## config.mk

```make
export PLATFORM = sky130hd
export DESIGN_NAME = mem_initiator
export DESIGN_NICKNAME = d
export VERILOG_FILES = /design/src/rtl/mem_initiator_pkg.sv /design/src/rtl/mem_initiator_load_extend.sv /design/src/rtl/mem_initiator.sv
export SDC_FILE = /design/constraint.sdc
export NUM_CORES = 1
export LEC_CHECK = 0
export CORE_UTILIZATION = 48
export CTS_BUF_LIST = sky130_fd_sc_hd__clkbuf_4 sky130_fd_sc_hd__clkbuf_8 sky130_fd_sc_hd__clkbuf_16
export DETAILED_ROUTE_END_ITERATION = 16
export GPL_TIMING_DRIVEN = 0
export PLACE_DENSITY = 0.76
export SYNTH_ARGS = -nofsm -noshare
export SYNTH_HDL_FRONTEND = slang
export SYNTH_SLANG_ARGS = --single-unit
```

## constraint.sdc

```tcl
create_clock -name Clk -period 6.4 [get_ports Clk]
set_clock_uncertainty 0.1 [all_clocks]
set_input_delay 0.96 -clock Clk [delete_from_list [all_inputs] [get_ports Clk]]
set_output_delay 0.96 -clock Clk [all_outputs]
set_load 0.005 [all_outputs]
```

## src/rtl/mem_initiator_pkg.sv

```systemverilog
// Shared types for the memory initiator: RAM transfer sizes, FSM states and the captured request.
package mem_initiator_pkg;

    localparam int unsigned ADDR_W = 8;
    localparam int unsigned DATA_W = 32;
    localparam int unsigned HOLD_W = 4;
    localparam int unsigned WAIT_W = 8;

    typedef enum logic [1:0] {
        DT_BYTE  = 2'b00,
        DT_HALF  = 2'b01,
        DT_WORD  = 2'b10,
        DT_DWORD = 2'b11
    } data_type_e;

    typedef enum logic [1:0] {
        ST_IDLE    = 2'b00,
        ST_ASSERT  = 2'b01,
        ST_WAIT    = 2'b10,
        ST_RELEASE = 2'b11
    } state_e;

    typedef struct packed {
        logic              write;
        logic [ADDR_W-1:0] addr;
        data_type_e        size;
        logic              sign;
        logic [DATA_W-1:0] wr_lo;
    } req_t;

    // Store data is zero-padded above the transfer size.
    function automatic logic [DATA_W-1:0] store_data(input data_type_e size,
                                                     input logic [DATA_W-1:0] data);
        logic [DATA_W-1:0] res;
        case (size)
            DT_BYTE: res = {24'b0, data[7:0]};
            DT_HALF: res = {16'b0, data[15:0]};
            default: res = data;
        endcase
        return res;
    endfunction

endpackage

```

## src/rtl/mem_initiator_load_extend.sv

```systemverilog
// Load alignment: picks the low byte/half of the RAM word and zero- or sign-extends it.
module mem_load_extend
    import mem_initiator_pkg::*;
(
    input  logic [DATA_W-1:0] raw,
    input  data_type_e        size,
    input  logic              sign,
    output logic [DATA_W-1:0] result_c
);

    always_comb begin
        result_c = raw;
        case (size)
            DT_BYTE: result_c = {{24{sign & raw[7]}}, raw[7:0]};
            DT_HALF: result_c = {{16{sign & raw[15]}}, raw[15:0]};
            default: result_c = raw;
        endcase
    end

endmodule

```

## src/rtl/mem_initiator.sv

```systemverilog
// Memory initiator: runs one load/store (two word beats for doubleword) over a MOV/MOC handshake.
module mem_initiator
    import mem_initiator_pkg::*;
#(
    parameter int unsigned MIN_HOLD = 1,
    parameter int unsigned TIMEOUT  = 15
) (
    input  logic              Clk,
    input  logic              Reset,
    input  logic              Start,
    input  logic              Write,
    input  logic [ADDR_W-1:0] Addr,
    input  logic [1:0]        Size,
    input  logic              Signed,
    input  logic [DATA_W-1:0] WrData,
    input  logic [DATA_W-1:0] WrDataHi,
    output logic              Busy,
    output logic              Done,
    output logic              Error,
    output logic [DATA_W-1:0] RdData,
    output logic [DATA_W-1:0] RdDataHi,
    output logic              MOV,
    output logic              ReadWrite,
    output logic [ADDR_W-1:0] Address,
    output logic [1:0]        DataType,
    output logic [DATA_W-1:0] MemDataIn,
    input  logic              MOC,
    input  logic [DATA_W-1:0] MemDataOut
);

    state_e            state_q, state_d;
    req_t              req_q, req_d;
    logic              beat_q, beat_d;
    logic [HOLD_W-1:0] hold_q, hold_d;
    logic [WAIT_W-1:0] wait_q, wait_d;
    logic [DATA_W-1:0] hi_stage_q, hi_stage_d;

    logic              busy_q, busy_d;
    logic              done_q, done_d;
    logic              error_q, error_d;
    logic              mov_q, mov_d;
    logic              rw_q, rw_d;
    logic [ADDR_W-1:0] addr_q, addr_d;
    data_type_e        dt_q, dt_d;
    logic [DATA_W-1:0] mem_in_q, mem_in_d;
    logic [DATA_W-1:0] rd_q, rd_d;
    logic [DATA_W-1:0] rd_hi_q, rd_hi_d;

    logic [DATA_W-1:0] load_c;
    data_type_e        start_size_c;
    logic              last_beat_c;

    mem_load_extend u_extend (
        .raw      (MemDataOut),
        .size     (req_q.size),
        .sign     (req_q.sign),
        .result_c (load_c)
    );

    assign start_size_c = data_type_e'(Size);
    assign last_beat_c  = (req_q.size != DT_DWORD) || beat_q;

    always_comb begin
        state_d    = state_q;
        req_d      = req_q;
        beat_d     = beat_q;
        hold_d     = hold_q;
        wait_d     = wait_q;
        hi_stage_d = hi_stage_q;
        done_d     = 1'b0;
        error_d    = 1'b0;
        rw_d       = rw_q;
        addr_d     = addr_q;
        dt_d       = dt_q;
        mem_in_d   = mem_in_q;
        rd_d       = rd_q;
        rd_hi_d    = rd_hi_q;

        case (state_q)
            ST_IDLE: begin
                if (Start) begin
                    state_d  = ST_ASSERT;
                    req_d    = '{write: Write, addr: Addr, size: start_size_c,
                                 sign: Signed, wr_lo: WrData};
                    beat_d   = 1'b0;
                    hold_d   = '0;
                    rw_d     = ~Write;
                    addr_d   = Addr;
                    dt_d     = (start_size_c == DT_DWORD) ? DT_WORD : start_size_c;
                    mem_in_d = (start_size_c == DT_DWORD) ? WrDataHi
                                                          : store_data(start_size_c, WrData);
                end
            end
            ST_ASSERT: begin
                if (hold_q == HOLD_W'(MIN_HOLD - 1)) begin
                    state_d = ST_WAIT;
                    wait_d  = '0;
                end else begin
                    hold_d = hold_q + HOLD_W'(1);
                end
            end
            ST_WAIT: begin
                if (MOC) begin
                    state_d = ST_RELEASE;
                    // Results commit only on the final beat so an abort leaves them untouched.
                    if (last_beat_c) begin
                        done_d = 1'b1;
                        if (!req_q.write) begin
                            rd_d = load_c;
                            if (req_q.size == DT_DWORD) begin
                                rd_hi_d = hi_stage_q;
                            end
                        end
                    end else begin
                        hi_stage_d = MemDataOut;
                    end
                end else if (wait_q == WAIT_W'(TIMEOUT - 1)) begin
                    state_d = ST_IDLE;
                    error_d = 1'b1;
                end else begin
                    wait_d = wait_q + WAIT_W'(1);
                end
            end
            ST_RELEASE: begin
                if (!last_beat_c) begin
                    state_d  = ST_ASSERT;
                    beat_d   = 1'b1;
                    hold_d   = '0;
                    addr_d   = req_q.addr + ADDR_W'(4);
                    mem_in_d = req_q.wr_lo;
                end else begin
                    state_d = ST_IDLE;
                end
            end
            default: state_d = ST_IDLE;
        endcase

        mov_d  = (state_d == ST_ASSERT) || (state_d == ST_WAIT);
        busy_d = (state_d != ST_IDLE);
    end

    always_ff @(posedge Clk) begin
        if (Reset) begin
            state_q    <= ST_IDLE;
            req_q      <= '0;
            beat_q     <= 1'b0;
            hold_q     <= '0;
            wait_q     <= '0;
            hi_stage_q <= '0;
            busy_q     <= 1'b0;
            done_q     <= 1'b0;
            error_q    <= 1'b0;
            mov_q      <= 1'b0;
            rw_q       <= 1'b1;
            addr_q     <= '0;
            dt_q       <= DT_BYTE;
            mem_in_q   <= '0;
            rd_q       <= '0;
            rd_hi_q    <= '0;
        end else begin
            state_q    <= state_d;
            req_q      <= req_d;
            beat_q     <= beat_d;
            hold_q     <= hold_d;
            wait_q     <= wait_d;
            hi_stage_q <= hi_stage_d;
            busy_q     <= busy_d;
            done_q     <= done_d;
            error_q    <= error_d;
            mov_q      <= mov_d;
            rw_q       <= rw_d;
            addr_q     <= addr_d;
            dt_q       <= dt_d;
            mem_in_q   <= mem_in_d;
            rd_q       <= rd_d;
            rd_hi_q    <= rd_hi_d;
        end
    end

    assign Busy      = busy_q;
    assign Done      = done_q;
    assign Error     = error_q;
    assign MOV       = mov_q;
    assign ReadWrite = rw_q;
    assign Address   = addr_q;
    assign DataType  = dt_q;
    assign MemDataIn = mem_in_q;
    assign RdData    = rd_q;
    assign RdDataHi  = rd_hi_q;

endmodule

```

==> results.sh, run 1 <==
export IMPL_ys_ff_latch=202
export IMPL_antenna_found_initial=0
export IMPL_period_needed_ns=2.69
export IMPL_crit_path_max_incr_delay_ns=0.62
export IMPL_synth_area_sq_um=8290
export IMPL_synth_cell_types=50
export IMPL_nNetsFinal=1382
export IMPL_power_mw=3.58
export IMPL_wl_met2_um=11900
export IMPL_grt_pass1_vias=7807
export IMPL_yosysWarnings=0
export IMPL_grt_use_total=0.287
export IMPL_p_leak_nw=4.02
export IMPL_finalCritPeriodShare=0.421
export IMPL_vdd_drop_max_mv=0.226
export IMPL_postCtsSetupBuffers=0
export IMPL_fp_dieH_um=133
export IMPL_path_cells="clkdlybuf4s50_1 -> nand2_1 -> nor4b_2 -> clkbuf_1 -> nand2_1 -> a21oi_1"
export IMPL_cts_root_buf="clkbuf_16"
export IMPL_insertion_delay_ns=0.51
export IMPL_met1_length_um=11100
export IMPL_ant_nets=0
export IMPL_gp_congestion=0.865
export IMPL_antenna_cells=0
export IMPL_start_util=0.496
export IMPL_via_per_inst=5.53
export IMPL_worst_endpoint_arrival_ns=3.03
export IMPL_cap_violations=0
export IMPL_grt_first_pass_wirelength_um=41100
export IMPL_synth_edf_count=0
export IMPL_place_hpwl_um=18200
export IMPL_cpLargestDelayFamily="buffers and inverters"
export IMPL_grt_max_degree=14
export IMPL_clkSinkCount=202
export IMPL_synthFlopType="dfxtp_1"
export IMPL_syn_inst=1016
export IMPL_fin_util=0.690
export IMPL_path_max_fanout=10
export IMPL_portBuffers=220
export IMPL_path_buf_inv=2
export IMPL_fp_row_count=47
export IMPL_setup_worst_path_start_class="primary input"
export IMPL_drc_errors=0
export IMPL_num_vias=8270
export IMPL_area_growth_pct=39.0
export IMPL_worstSetupEndpointType="flop"
export IMPL_wl_met3_um=2060
export IMPL_cts_resized=0
export IMPL_crit_required_ns=6.74
export IMPL_layout_common_cells="284 x nand2_1, 220 x clkdlybuf4s50_1, 202 x dfxtp_1"
export IMPL_relSlewSlack=0.526
export IMPL_max_freq_ghz=0.371
export IMPL_layout_commonest_cell="nand2_1"
export IMPL_dr_pass1_iters=5
export IMPL_die_w_um=133
export IMPL_clk_path_buf_depth=3
export IMPL_io_pin_count=223
export IMPL_drt_wl_total_um=25700
export IMPL_gr_total_overflow=0
export IMPL_core_sq_um=16700
export IMPL_powerDensity_nw_per_um2=311
export IMPL_synth_net_count=1138
export IMPL_dieArea_sq_um=17800
export IMPL_wl_per_cell_um=17.2
export IMPL_status="complete, no violations"
export IMPL_syn_area_per_cell_sq_um=8.16
export IMPL_drt_iter0_drc=660
export IMPL_critPathKind="primary input to flop"
export IMPL_crit_slowest_cell="nor4b_2"
export IMPL_rsz0062_at_grt="false"
export IMPL_finalMaxSlewViolations=0
export IMPL_cp_common_cell="nand2_1"
export IMPL_drive_above_1_share=0.0643
export IMPL_finalHoldViolCount=0
export IMPL_synth_async_reset_ratio=0
export IMPL_clk_pin_slew_ns=0.06
export IMPL_setup_viol=0
export IMPL_synth_seq_area_share=0.488
export IMPL_cts_tree="built"
export IMPL_hold_path_class="flop to flop"
export IMPL_fin_tns_setup_ns=0
export IMPL_ctsHoldBuffers=0
export IMPL_cts_buffers=22
export IMPL_cts_max_level=1
export IMPL_worstMarginPinSlew_ns=0.711
export IMPL_top_layer="met4"
metal layers:
metal / track usage / vias up
met5: 0 / -
met4: 0.0865 / 0
met3: 0.0514 / 43
met2: 0.468 / 329
met1: 0.388 / 3901
li1: - / 3997
power breakdown:
part,switching [mW],internal [mW],leakage (nW)
sequential,0.0713,1.38,1.64
clock,0.510,0.789,0.382
combinational,0.456,0.377,2.00
total,1.04,2.54,4.02
flip-flops by register name (all words and copies together) (netlist names):
| signal | flops |
|---|---|
| Address | 8 |
| Busy | 1 |
| DataType | 2 |
| Done | 1 |
| Error | 1 |
| MOV | 1 |
| MemDataIn | 32 |
| RdData | 32 |
| RdDataHi | 32 |
| ReadWrite | 1 |
| beat_q | 1 |
| hi_stage_q | 32 |
| hold_q | 4 |
| req_q | 44 |
| state_q | 2 |
| wait_q | 8 |
stage by stage:
stage                     setup WS (ns)  hold slack [ns]  cell area [sq um]  std cells
final                              3.71            0.340              11500       1496
after CTS                          3.69            0.348              11500       1496
after detailed placement           3.18            0.344              10800       1456
after floorplan                    4.00            0.332               8290       1016
after global placement             3.19            0.336              10800       1456
after global routing               3.54            0.356              11500       1496
Yosys cell counts, types with 3 or more instances:
master      n  area share
nand2_1   284        0.13
dfxtp_1   202        0.49
a21oi_1   143       0.086
clkbuf_1   65       0.029
nor2_1     64       0.029
a211oi_1   28       0.025
a221oi_1   25       0.026
mux2_2     24       0.033
nor3_1     21       0.013
o21ai_0    13      0.0078
a211o_1    12       0.013
o211ai_1   12       0.011
buf_2      11      0.0066
and3_1     10      0.0075
ha_1       10       0.015
o21a_1     10      0.0091
inv_1       9      0.0041
a32o_1      8      0.0097
buf_1       6      0.0027
nand3_1     5      0.0030
or4_1       5      0.0045
mux2i_1     4      0.0048
nor2b_1     4      0.0030
or3_1       4      0.0030
and2_1      3      0.0023
nand4_1     3      0.0023
o31ai_1     3      0.0027
tightest hold or removal path, delay by kind of cell, from the launching register on:
kind,cells,cell delay (ns)
and+or+nand+nor,1,0.05
DFF,1,0.30
AOI/OAI and AO/OA,1,0.05
area by class of cell:
class / count / area (sq um)
Buffer: 82 / 322
Clock buffer: 32 / 651
Clock inverter: 8 / 101
Fill cell: 1418 / 5180
Inverter: 9 / 33.8
Multi-Input combinational cell: 723 / 3890
Sequential cell: 202 / 4040
Tap cell: 220 / 275
Timing Repair Buffer: 220 / 2200
logic make-up after synthesis:
family / share of synthesized area
adder cells (fa/ha/maj): 0.0151
XOR/XNOR: 0.00317
buffers and inverters: 0.0429
flip-flops: 0.488
AO/OA/AOI/OAI: 0.201
multiplexers: 0.0374
AND/OR/NAND/NOR: 0.213
final timing paths:
path	slack, ns	start	cells past startpoint	endpoint
worst max-delay path	3.71	MOC	6	RdDataHi[11]
worst max register to register	3.93	state_q[1]	7	MemDataIn[0]
worst min register to register	0.34	hi_stage_q[7]	2	RdDataHi[7]
worst min-delay path	0.34	hi_stage_q[7]	2	RdDataHi[7]
No activity file was read; power rests on OpenSTA's default activity.
==> run 2: changes to the inputs <==
--- a/config.mk
+++ b/config.mk
@@ -5,11 +5,11 @@
 export SDC_FILE = /design/constraint.sdc
 export NUM_CORES = 1
 export LEC_CHECK = 0
-export CORE_UTILIZATION = 48
+export CORE_UTILIZATION = 44
 export CTS_BUF_LIST = sky130_fd_sc_hd__clkbuf_4 sky130_fd_sc_hd__clkbuf_8 sky130_fd_sc_hd__clkbuf_16
 export DETAILED_ROUTE_END_ITERATION = 16
 export GPL_TIMING_DRIVEN = 0
-export PLACE_DENSITY = 0.76
+export PLACE_DENSITY = 0.74
 export SYNTH_ARGS = -nofsm -noshare
 export SYNTH_HDL_FRONTEND = slang
 export SYNTH_SLANG_ARGS = --single-unit
==> constraint.sdc (replaced) <==
create_clock -name Clk -period 2.4 [get_ports Clk]
set_clock_uncertainty 0.1 [all_clocks]
set_input_delay 0.36 -clock Clk [delete_from_list [all_inputs] [get_ports Clk]]
set_output_delay 0.36 -clock Clk [all_outputs]
set_load 0.005 [all_outputs]
==> run 2 against run 1 <==
Effect of this change: non-clock buffer count stayed put; hold slack worse by 0.029 ns; final area is 0.67% higher; count of clock-buffer cells in the layout is 4 higher; critical path depth is 3 higher; combinational power grew to 2.7 times the previous value; die area is 9.0% higher; first-iteration DRC count is 22% lower.
==> results.sh, run 2 (same netlist as run 1, synthesis figures left out) <==
export IMPL_status="complete, no violations"
export IMPL_fp_dieH_um=139
export IMPL_path_buf_inv=2
export IMPL_hold_path_class="primary input to flop"
export IMPL_placed_area_sq_um=10800
export IMPL_setup_worst_path_start_class="flop"
export IMPL_gr_total_overflow=0
export IMPL_layout_commonest_cell="nand2_1"
export IMPL_worstMarginPinSlew_ns=0.698
export IMPL_finalMaxSlewViolations=0
export IMPL_powerDensity_nw_per_um2=828
export IMPL_crit_path_max_incr_delay_ns=0.39
export IMPL_sw_frac_of_total=0.286
export IMPL_drt_wl_total_um=25800
export IMPL_holdWs_ns=0.311
export IMPL_core_sq_um=18200
export IMPL_path_cells="inv_1 -> ha_1 -> buf_2 -> and2_1 -> a211o_1 -> a211o_2 -> nand2_1 -> ha_1 -> nor2b_1"
export IMPL_cts_max_level=1
export IMPL_top_register="req_q"
export IMPL_p_clk_frac=0.365
export IMPL_start_util=0.455
export IMPL_grt_max_degree=13
export IMPL_cts_buffers=22
export IMPL_dieArea_sq_um=19400
export IMPL_clkSinkCount=202
export IMPL_seqCellArea_sq_um=4040
export IMPL_cap_violations=0
export IMPL_num_vias=8196
export IMPL_grt_first_pass_wirelength_um=41000
export IMPL_max_freq_ghz=0.439
export IMPL_intPower_mw=6.86
export IMPL_dr_pass1_iters=5
export IMPL_gp_congestion=0.860
export IMPL_multi_input_area_sq_um=3930
export IMPL_insertion_delay_ns=0.51
export IMPL_p_comb_frac=0.232
export IMPL_p_switching_mw=2.75
export IMPL_cpLargestDelayFamily="compound AO/OA/AOI/OAI gates"
export IMPL_min_delay_start="Signed"
export IMPL_cp_common_cell="ha_1"
export IMPL_path_max_fanout=9
export IMPL_die_w_um=139
export IMPL_power_mw=9.60
export IMPL_vdd_drop_max_mv=0.580
export IMPL_nFillCells=1567
export IMPL_fin_tns_setup_ns=0
export IMPL_grt_use_total=0.263
export IMPL_drc_errors=0
export IMPL_p_leak_nw=4.06
export IMPL_crit_required_ns=2.66
export IMPL_worstSetupEndpointType="flop"
export IMPL_clk_pin_slew_ns=0.07
export IMPL_wl_per_cell_um=17.1
export IMPL_p_seq_frac=0.403
export IMPL_reg2reg_from="state_q[0]"
export IMPL_finalHoldViolCount=0
export IMPL_startpoint="state_q[0]"
export IMPL_io_pin_count=223
export IMPL_ctsHoldBuffers=0
export IMPL_finalCritPeriodShare=0.948
export IMPL_critPathKind="flop to flop"
export IMPL_clk_path_buf_depth=3
export IMPL_crit_slowest_cell="dfxtp_1"
export IMPL_cts_tree="built"
export IMPL_largest_register_ffs=44
export IMPL_drt_iter0_drc=514
export IMPL_drive_above_1_share=0.0707
export IMPL_fp_row_count=49
export IMPL_via_per_inst=5.45
export IMPL_r2r_slack_ns=0.12
export IMPL_setup_viol=0
export IMPL_grt_pass1_vias=7708
export IMPL_layout_common_cells="283 x nand2_1, 220 x clkdlybuf4s50_1, 202 x dfxtp_1"
export IMPL_nNetsFinal=1382
export IMPL_fin_area_sq_um=11600
export IMPL_portBuffers=220
export IMPL_area_growth_pct=39.9
export IMPL_antenna_found_initial=1
export IMPL_ant_nets=0
export IMPL_relSlewSlack=0.535
export IMPL_fin_util=0.637
export IMPL_worst_endpoint_arrival_ns=2.53
export IMPL_place_hpwl_um=18400
export IMPL_cts_root_buf="clkbuf_16"
export IMPL_period_needed_ns=2.28
-- run 2: cell count changes in the layout (fill, tap and decap cells not counted), moves of 2 or more --
cell      change
buf_1         -2
buf_4         +2
clkbuf_1      -7
clkbuf_2      +6
clkbuf_8      +5
clkinv_2      -5
o21ai_0       -2
o21ai_1       +2
-- run 2: path summary, 6_finish.rpt --
check	endpoint	depth (start not counted)
setup / recovery	MOV	9
hold reg to reg	RdDataHi[22]	2
hold / removal	req_q[32]	3
setup reg to reg	MOV	9
-- run 2: timing repair --
item	4_1_cts	5_1_grt
setup buffers	0	1
cloned	0	0
pin swaps	0	1
resized for setup	9	11
hold endpoints to repair	0	0
setup endpoints to repair	46	117
-- run 2: area by class of cell --
type / count / area share
tap: 229 / 0.0247
inverter: 9 / 0.00291
clock inverter: 1 / 0.00259
antenna: 1 / 0.000216
buffer: 81 / 0.0287
multi-input combinational: 723 / 0.339
clock buffer: 36 / 0.0629
timing repair buffer: 221 / 0.191
sequential: 202 / 0.349
-- run 2: tightest hold or removal path: stages --
cell and delay, ns:
clkdlybuf4s50_1 0.40, nand2_1 0.06, a21oi_1 0.05
-- run 2: power by group through the flow --
| stage | clock network [mW] | registers, mW | logic, mW |
|---|---|---|---|
| finish | 3.51 | 3.87 | 2.23 |
| detailed placement | 0 | 3.93 | 2.18 |
| global route | 3.69 | 3.90 | 2.44 |
| global placement | 0 | 3.93 | 2.15 |
| CTS | 3.55 | 3.86 | 2.20 |
| floorplan | 0 | 3.92 | 1.12 |
-- run 2: per-layer routing --
layer | vias up | track usage | wire length [um]
met5 | - | 0 | 0
met4 | 0 | 0.0988 | 843
met3 | 50 | 0.0640 | 2060
met2 | 317 | 0.414 | 11500
met1 | 3827 | 0.347 | 11400
li1 | 4002 | - | -
-- run 2: through the flow --
stage	std cells	worst slack, ns
CTS	1502	0.0115
global route	1503	-0.00139
detailed placement	1465	-0.217
finish	1503	0.125
floorplan	1016	0.356
global placement	1465	-0.244
==> run 3: changes to the inputs <==
--- a/config.mk
+++ b/config.mk
@@ -5,11 +5,12 @@
 export SDC_FILE = /design/constraint.sdc
 export NUM_CORES = 1
 export LEC_CHECK = 0
+export CAP_MARGIN = 25
 export CORE_UTILIZATION = 44
 export CTS_BUF_LIST = sky130_fd_sc_hd__clkbuf_4 sky130_fd_sc_hd__clkbuf_8 sky130_fd_sc_hd__clkbuf_16
 export DETAILED_ROUTE_END_ITERATION = 16
-export GPL_TIMING_DRIVEN = 0
-export PLACE_DENSITY = 0.74
+export PLACE_DENSITY = 0.73
 export SYNTH_ARGS = -nofsm -noshare
 export SYNTH_HDL_FRONTEND = slang
+export SYNTH_HIERARCHICAL = 1
 export SYNTH_SLANG_ARGS = --single-unit
==> run 3 against run 2 <==
Effect of this change: non-clock buffer count shrank 56; worst setup slack gained 0.0012 ns; first-iteration DRC count grew 24%; hold slack lost 0.29 ns; clock power shrank 7.4%; sequential power is essentially flat; critical path depth shrank 3; die area grew 3.1%; register-to-register slack is essentially flat; largest cell class is now multi-input combinational cells; combinational power shrank 2%; largest power group unchanged.
==> results.sh, run 3 <==
export IMPL_status="complete, no violations"
export IMPL_antenna_cells=0
export IMPL_hold_path_class="primary input to flop"
export IMPL_clk_path_buf_depth=3
export IMPL_clk_pin_slew_ns=0.06
export IMPL_setup_worst_path_start_class="flop"
export IMPL_vdd_drop_max_mv=0.630
export IMPL_relSlewSlack=0.614
export IMPL_insertion_delay_ns=0.50
export IMPL_cts_max_level=1
export IMPL_rr_worst_depth=6
export IMPL_nNetsFinal=1370
export IMPL_io_pin_count=223
export IMPL_wl_per_cell_um=15.6
export IMPL_syn_area_per_cell_sq_um=7.97
export IMPL_critPathKind="flop to flop"
export IMPL_synth_async_reset_ratio=0
export IMPL_gp_congestion=0.789
export IMPL_synth_most_common_cell="nand2_1"
export IMPL_layout_common_cells="328 x nand2_1, 221 x clkdlybuf4s50_1, 202 x dfxtp_1"
export IMPL_synth_net_count=1195
export IMPL_ant_nets=0
export IMPL_drt_wl_total_um=23700
export IMPL_cts_tree="built"
export IMPL_largest_register_ffs=44
export IMPL_rsz0062_at_grt="false"
export IMPL_yosysWarnings=6
export IMPL_ctsHoldBuffers=0
export IMPL_powerDensity_nw_per_um2=793
export IMPL_synth_cell_types=51
export IMPL_nFillCells=1676
export IMPL_r2r_slack_ns=0.13
export IMPL_fp_row_count=50
export IMPL_syn_inst=1073
export IMPL_drt_iter0_drc=635
export IMPL_ys_ff_latch=202
export IMPL_clkSinkCount=202
export IMPL_place_hpwl_um=15100
export IMPL_drc_errors=0
export IMPL_synth_area_sq_um=8550
export IMPL_power_mw=9.29
export IMPL_grt_use_total=0.234
export IMPL_finalCritPeriodShare=0.948
export IMPL_gr_total_overflow=0
export IMPL_drive_above_1_share=0.0809
export IMPL_yosys_top_cells_area="dfxtp_1 47%, nand2_1 14%, a21oi_1 9.8%"
export IMPL_num_vias=8159
export IMPL_grt_pass1_vias=7645
export IMPL_portBuffers=222
export IMPL_top_register="req_q"
export IMPL_cts_buffers=22
export IMPL_fp_dieH_um=141
export IMPL_finalMaxSlewViolations=0
export IMPL_p_leak_nw=4.13
export IMPL_antenna_found_initial=0
export IMPL_core_sq_um=18900
export IMPL_layout_commonest_cell="nand2_1"
export IMPL_fin_tns_setup_ns=0
export IMPL_finalHoldViolCount=0
export IMPL_holdPathStages=2
export IMPL_dieArea_sq_um=20000
export IMPL_start_util=0.452
export IMPL_worstMarginPinSlew_ns=0.579
export IMPL_cts_root_buf="clkbuf_16"
export IMPL_synthFlopType="dfxtp_1"
export IMPL_grt_first_pass_wirelength_um=38300
export IMPL_area_growth_pct=37.1
export IMPL_worst_endpoint_arrival_ns=2.60
export IMPL_synth_top_cell_by_area="dfxtp_1"
export IMPL_period_needed_ns=2.27
export IMPL_max_freq_ghz=0.440
export IMPL_synth_edf_count=0
export IMPL_grt_max_degree=127
export IMPL_dr_pass1_iters=5
export IMPL_worstSetupEndpointType="flop"
export IMPL_die_w_um=141
export IMPL_synth_top_area_share=0.473
export IMPL_setup_viol=0
export IMPL_synth_common_cells="329 x nand2_1, 202 x dfxtp_1, 168 x a21oi_1, 73 x clkbuf_1, 38 x nor2_1"
export IMPL_via_per_inst=5.36
export IMPL_cap_violations=0
export IMPL_path_max_fanout=16
export IMPL_crit_required_ns=2.73
export IMPL_synth_seq_area_share=0.473
-- run 3: worst max-delay path: stages (launching register included) --
cell     delay (ns)
dfxtp_1        0.34
inv_1          0.08
ha_1           0.18
or3b_1         0.38
a211o_2        0.46
or4_1          0.52
a21oi_1        0.15
-- run 3: kinds of logic (layout without fill, tap and decap cells) --
kind of cell | after synthesis | after routing | synth area share
simple gates | 441 | 441 | 0.217
compound gates | 284 | 284 | 0.201
flops | 202 | 202 | 0.473
buf+inv | 105 | 293 | 0.0531
mux | 28 | 28 | 0.0378
fa+ha+maj | 10 | 10 | 0.0146
xor+xnor | 3 | 3 | 0.00307
-- run 3: area by class of cell --
type	instances	area [sq um]	share of cell area
clock buffers	34	677	0.0577
flip-flops and latches	202	4040	0.345
well taps	260	325	0.0278
repair buffers	246	2540	0.217
clock inverters	3	18.8	0.00160
inverters	10	37.5	0.00320
multi-input cells	766	4080	0.348
-- run 3: through the flow --
step                hold slack (ns)  cell area [sq um]  setup slack [ns]   util  cells
floorplan                     0.332               8550             0.315      -   1073
global placement              0.336              11000             0.159  0.584   1484
detailed placement            0.342              11000             0.106  0.584   1484
CTS                         0.00968              11700            0.0848  0.620   1521
global route                 0.0115              11700          0.000278  0.620   1521
finish                       0.0257              11700             0.126  0.620   1521
-- run 3: what timing repair did --
item                       in CTS  in global routing
setup endpoints to repair       0                  2
buffers inserted                0                  0
resized for setup               0                  1
-- run 3: path summary, 6_finish.rpt --
check / startpoint / endpoint
min reg2reg: hi_stage_q[1] / RdDataHi[1]
max reg2reg: hold_q[0] / wait_q[5]
min: Reset / hold_q[1]
max: hold_q[0] / wait_q[5]
-- run 3: layer usage --
layer / share of wire / vias up / GRT usage
met5: 0 / - / 0
met4: 0.022 / 0 / 0.0634
met1: 0.44 / 3830 / 0.301
met3: 0.075 / 37 / 0.0486
met2: 0.47 / 275 / 0.396
li1: - / 4017 / -
-- run 3: power breakdown --
part           internal [mW]  switching (mW)  total, mW
combinational           1.06            1.13       2.19
sequential              3.66           0.181       3.84
clock                   1.93            1.32       3.25
total                   6.66            2.63       9.29
